### src/rtl/pmc_report_streamer.sv
// pmc_report_streamer: snapshots the four performance-metric buses on a
// trigger and streams them as a fixed byte frame (sync, payload, XOR
// checksum) over a valid/ready byte interface toward the UART transmitter.
module pmc_report_streamer #(
    parameter int unsigned WORD_BYTES = 4,
    parameter logic [7:0]  SYNC_BYTE  = 8'hA5
) (
    input  logic         clk,
    input  logic         reset,
    input  logic         trigger_in,
    input  logic [255:0] stall_count_in,
    input  logic [255:0] cpi_q78_in,
    input  logic [255:0] arith_count_in,
    input  logic [255:0] mem_access_count_in,
    input  logic         tx_ready_in,
    output logic         tx_valid_out,
    output logic [7:0]   tx_data_out,
    output logic         busy_out,
    output logic         done_out,
    output logic         overflow_out,
    output logic         missed_trigger_out
);

    localparam int unsigned W         = WORD_BYTES * 8;
    localparam int unsigned PAY_BYTES = 4 * WORD_BYTES;
    localparam int unsigned FRAME_LEN = 2 + PAY_BYTES;
    localparam int unsigned IDXW      = 6;
    localparam logic [IDXW-1:0] LAST_IDX = IDXW'(FRAME_LEN - 1);

    typedef enum logic [1:0] {
        S_IDLE,
        S_SEND,
        S_DONE
    } state_t;

    state_t                 state;
    state_t                 state_nxt;
    logic [IDXW-1:0]        idx;
    logic [PAY_BYTES*8-1:0] payload;
    logic [7:0]             checksum;
    logic                   overflow;
    logic                   missed;
    logic                   snap;
    logic                   handshake;
    logic [7:0]             pay_byte;

    // State register
    always_ff @(posedge clk) begin
        if (reset) begin
            state <= S_IDLE;
        end else begin
            state <= state_nxt;
        end
    end

    // Next-state logic and control strobes
    always_comb begin
        state_nxt = state;
        snap      = 1'b0;
        handshake = 1'b0;
        case (state)
            S_IDLE: begin
                if (trigger_in) begin
                    snap      = 1'b1;
                    state_nxt = S_SEND;
                end
            end
            S_SEND: begin
                handshake = tx_ready_in;
                if (tx_ready_in && (idx == LAST_IDX)) begin
                    state_nxt = S_DONE;
                end
            end
            S_DONE: begin
                state_nxt = S_IDLE;
            end
            default: begin
                state_nxt = S_IDLE;
            end
        endcase
    end

    // Payload byte selected by the frame index (payload starts at index 1, MSB byte first)
    always_comb begin
        pay_byte = '0;
        for (int unsigned i = 0; i < PAY_BYTES; i++) begin
            if (idx == IDXW'(i + 1)) begin
                pay_byte = payload[(PAY_BYTES - 1 - i) * 8 +: 8];
            end
        end
    end

    // Outputs decoded purely from registered state
    always_comb begin
        tx_valid_out       = (state == S_SEND);
        busy_out           = (state == S_SEND) || (state == S_DONE);
        done_out           = (state == S_DONE);
        overflow_out       = overflow;
        missed_trigger_out = missed;
        tx_data_out        = '0;
        if (state == S_SEND) begin
            if (idx == '0) begin
                tx_data_out = SYNC_BYTE;
            end else if (idx == LAST_IDX) begin
                tx_data_out = checksum;
            end else begin
                tx_data_out = pay_byte;
            end
        end
    end

    // Snapshot, byte index, running checksum and sticky flags
    always_ff @(posedge clk) begin
        if (reset) begin
            idx      <= '0;
            payload  <= '0;
            checksum <= '0;
            overflow <= 1'b0;
            missed   <= 1'b0;
        end else begin
            if (snap) begin
                payload  <= {stall_count_in[W-1:0], cpi_q78_in[W-1:0],
                             arith_count_in[W-1:0], mem_access_count_in[W-1:0]};
                overflow <= (|stall_count_in[255:W]) | (|cpi_q78_in[255:W]) |
                            (|arith_count_in[255:W]) | (|mem_access_count_in[255:W]);
                idx      <= '0;
                checksum <= '0;
            end else if (handshake) begin
                idx <= idx + 1'b1;
                if ((idx != '0) && (idx != LAST_IDX)) begin
                    checksum <= checksum ^ pay_byte;
                end
            end
            if (trigger_in && (state != S_IDLE)) begin
                missed <= 1'b1;
            end
        end
    end

endmodule

### config.mk
export PLATFORM = sky130hd
export DESIGN_NAME = pmc_report_streamer
export DESIGN_NICKNAME = d
export VERILOG_FILES = /design/src/rtl/pmc_report_streamer.sv
export SDC_FILE = /design/constraint.sdc
export NUM_CORES = 1
export LEC_CHECK = 0
export CORE_AREA = 4 4 400 402
export CTS_CLUSTER_DIAMETER = 100
export DETAILED_ROUTE_END_ITERATION = 12
export DIE_AREA = 0 0 404 406
export GPL_TIMING_DRIVEN = 0
export PLACE_DENSITY_LB_ADDON = 0.3
export SYNTH_ARGS = -nofsm -noshare
export SYNTH_HDL_FRONTEND = slang
export SYNTH_SLANG_ARGS = --single-unit
### constraint.sdc
create_clock -name clk -period 4.1 [get_ports clk]
set_input_delay 0.615 -clock clk [delete_from_list [all_inputs] [get_ports clk]]
set_output_delay 0.615 -clock clk [all_outputs]
set_load 0.01 [all_outputs]
==> run_results.csv <==
group,metric,value,unit
grt,antenna_found_initial,45,
cts,clock_path_buffers,2,
critical_path,ff2ff_path_depth,11,
grt,grt_pass1_vias,15200,
run,cap_violations,0,
yosys,mappedNetlistArea,8630,um^2
cells_and_area,area_delta_synth_final,163,%
critical_path,cp-start-kind,"flop",
yosys,synth_edf_count,0,
yosys,syn_nets,2257,
critical_path,reg2reg_slack,1.02,ns
timing,fin_skew,0.0130,ns
cts,cts.sinks,146,
yosys,synth_cell_types,62,
detailed_routing,vias_per_cell,3.28,
grt,grt_first_pass_wirelength,135,mm
placed_design,place_ws,-1.98,ns
floorplan,start_util,0.0553,
yosys,synthCells,1222,
worst_hold_path,hp-start,"payload[64]$_SDFFE_PP0P_",
cts,clock_latency,0.44,ns
timing,slew_headroom,0.271,
cts,cts.clk_slew.worst_paths,0.07,ns
cells_and_area,regArea,2930,um^2
grt,grt_max_degree,17,
yosys,synth_seq_cells,146,
floorplan,dieArea,164000,um^2
critical_path,r2r-start,"idx[4]$_SDFFE_PP0P_",
yosys,async_flop_share,0,
critical_path,worstPathRequired,3.48,ns
detailed_routing,wl_per_cell,24.4,um
floorplan,die_w,404,um
critical_path,timing.rr.end,"checksum[7]$_SDFFE_PP0P_",
cells_and_area,multi_input_area,5710,um^2
detailed_routing,vias,14300,
timing,layout_min_cycle_time,4.06,ns
yosys,ys_top_cells_by_area,"dfxtp_1 34%, nor4_1 17%, nand2_1 13%",
critical_path,cp.arrival,3.44,ns
cells_and_area,layout_commonest_cell,"clkdlybuf4s50_1",
yosys,syn-mean-instance-area,7.06,um^2
placed_design,placed_area,21700,um^2
placed_design,dpl.hpwl,97.9,mm
timing,fmax,0.247,GHz
worst_hold_path,min_path_type,"reg2reg",
critical_path,crit_start,"idx[4]$_SDFFE_PP0P_",
detailed_routing,routed_wl,107,mm
grt,grt_overflow,0,
worst_hold_path,hold-path-endpoint,"payload[64]$_SDFFE_PP0P_",
detailed_routing,firstDrtPassIters,5,
timing,worst_hold_slack,0.456,ns
yosys,ys_warn_count,0,
timing,fin_ws,0.0449,ns
floorplan,die_height,406,um
cts,htree_levels,4,
cts,cts-root-buf,"clkbuf_16",
yosys,synth_top_area_share,0.339,
critical_path,crit_type,"reg2out",
cts,tritoncts,"done",
placed_design,port_buffers,1039,
cts,cts_buffers,17,
floorplan,coreArea,156000,um^2
floorplan,fp-row-count,145,
yosys,ys_seq_area_frac,0.339,
cells_and_area,layout.nets,3325,
grt,grtUsageTotal,0.122,
detailed_routing,drc,0,
timing,setup_tns,0,ns
timing,setup_viol,0,
detailed_routing,drt-initial-drc-count,737,
cells_and_area,design_area,22700,um^2
timing,slew_violations,0,
outcome,status,"completed",
cells_and_area,nFillCells,17900,
critical_path,cp_max_fo,8,
timing,finalCritPeriodShare,0.989,
worst_hold_path,holdPathStages,2,
yosys,synth_largest_area_cell,"dfxtp_1",
floorplan,ios,1041,
critical_path,endpoint_kind,"output pin",
timing,hold_violations,0,
cells_and_area,utilization,0.145,
pwr,p_per_area,203,nW/um^2
cells_and_area,final_cells,4371,
cells_and_area,final_cell_mix,"1029 x clkdlybuf4s50_1, 296 x nand2_1, 224 x nor4_1",
cells_and_area,drive_gt1_frac,0.0504,
timing,tightest_slew,1.08,ns
pwr,peakVddDrop,0.231,mV
pwr,totalPowerFinal,4.60,mW
placed_design,dp_cells,4327,
yosys,synth_top_flop_cell,"dfxtp_1",
pwr,p_leak,7.15,nW
placed_design,place_congestion,0.884,
detailed_routing,ant_nets,0,
## routing by layer
metal	share of wire	track usage	wire (um)	vias up
li1	-	-	-	6815
met2	0.50	0.221	52800	734
met4	0.020	0.0258	2160	18
met3	0.066	0.0276	7070	81
met5	0.0011	0	112	-
met1	0.42	0.148	44500	6701
## cells in the mapped netlist, drive strengths merged (3+ instances only)
| master | n |
|---|---|
| nand4 | 60 |
| o22ai | 10 |
| nor2 | 32 |
| o221ai | 5 |
| xor2 | 7 |
| nand2b | 4 |
| nor4 | 240 |
| or4 | 3 |
| a211oi | 8 |
| inv | 11 |
| ha | 7 |
| clkbuf | 61 |
| a31oi | 5 |
| nor2b | 6 |
| o21ai | 29 |
| nand3 | 21 |
| dfxtp | 146 |
| xnor2 | 3 |
| buf | 11 |
| a221oi | 5 |
| nor3 | 12 |
| a32oi | 3 |
| or3 | 6 |
| a221o | 4 |
| o211ai | 7 |
| nand2 | 298 |
| nand3b | 7 |
| and2 | 7 |
| and3 | 6 |
| a21oi | 162 |
## kinds of logic after synthesis
family / after synthesis / synth area share
simple gates: 709 / 0.419
compound gates: 264 / 0.180
flops: 146 / 0.339
buf+inv: 84 / 0.0399
xor+xnor: 10 / 0.0102
fa+ha+maj: 7 / 0.0102
mux: 2 / 0.00232
## registers in the layout, indices dropped and copies added (netlist names)
name,cells
checksum,8
overflow_out,1
state,2
idx,6
missed_trigger_out,1
payload,128
## worst max-delay path, stage by stage, from the launching register on
cell and delay (ns):
dfxtp_1 0.31, buf_6 0.13, or4b_4 0.48, buf_6 0.15, or3_1 0.32, buf_6 0.16
o21ai_2 0.17, nor3_1 0.09, o41ai_2 0.49, a31oi_2 0.18, a31oi_4 0.21, dlygate4sd2_1 0.30
## worst max path at each step
| stage | to | slack [ns] | depth (start not counted) |
|---|---|---|---|
| 5_1_grt | tx_data_out[4] | -0.006 | 11 |
| 3_3_place_gp | overflow_out$_SDFFE_PP0P_ | -5.26 | 7 |
| 2_1_floorplan | tx_data_out[0] | 1.06 | 12 |
| 4_1_cts | tx_data_out[3] | -0.14 | 12 |
| 3_5_place_dp | overflow_out$_SDFFE_PP0P_ | -1.98 | 7 |
| 6_report | tx_data_out[7] | 0.04 | 11 |
## layout make-up
class,count,share of cell area
Inverter,12,0.00215
Multi-Input combinational cell,992,0.252
Timing Repair Buffer,1053,0.464
Antenna cell,10,0.00110
Clock buffer,20,0.0197
Buffer,68,0.0143
Sequential cell,146,0.129
Tap cell,2058,0.113
Clock inverter,12,0.00474
## power breakdown
part	leakage (nW)	switching [mW]	internal (mW)
Sequential	1.20	0.0702	1.51
Combinational	5.68	0.538	0.980
Clock	0.267	0.657	0.852
## repair_timing
item / CTS / global route
setup endpoints to repair: 9 / 7
resized for setup: 70 / 24
hold buffers: 0 / 0
setup buffers: 0 / 6
pin swaps: 7 / 10
No activity file was read; power rests on OpenSTA's default activity.
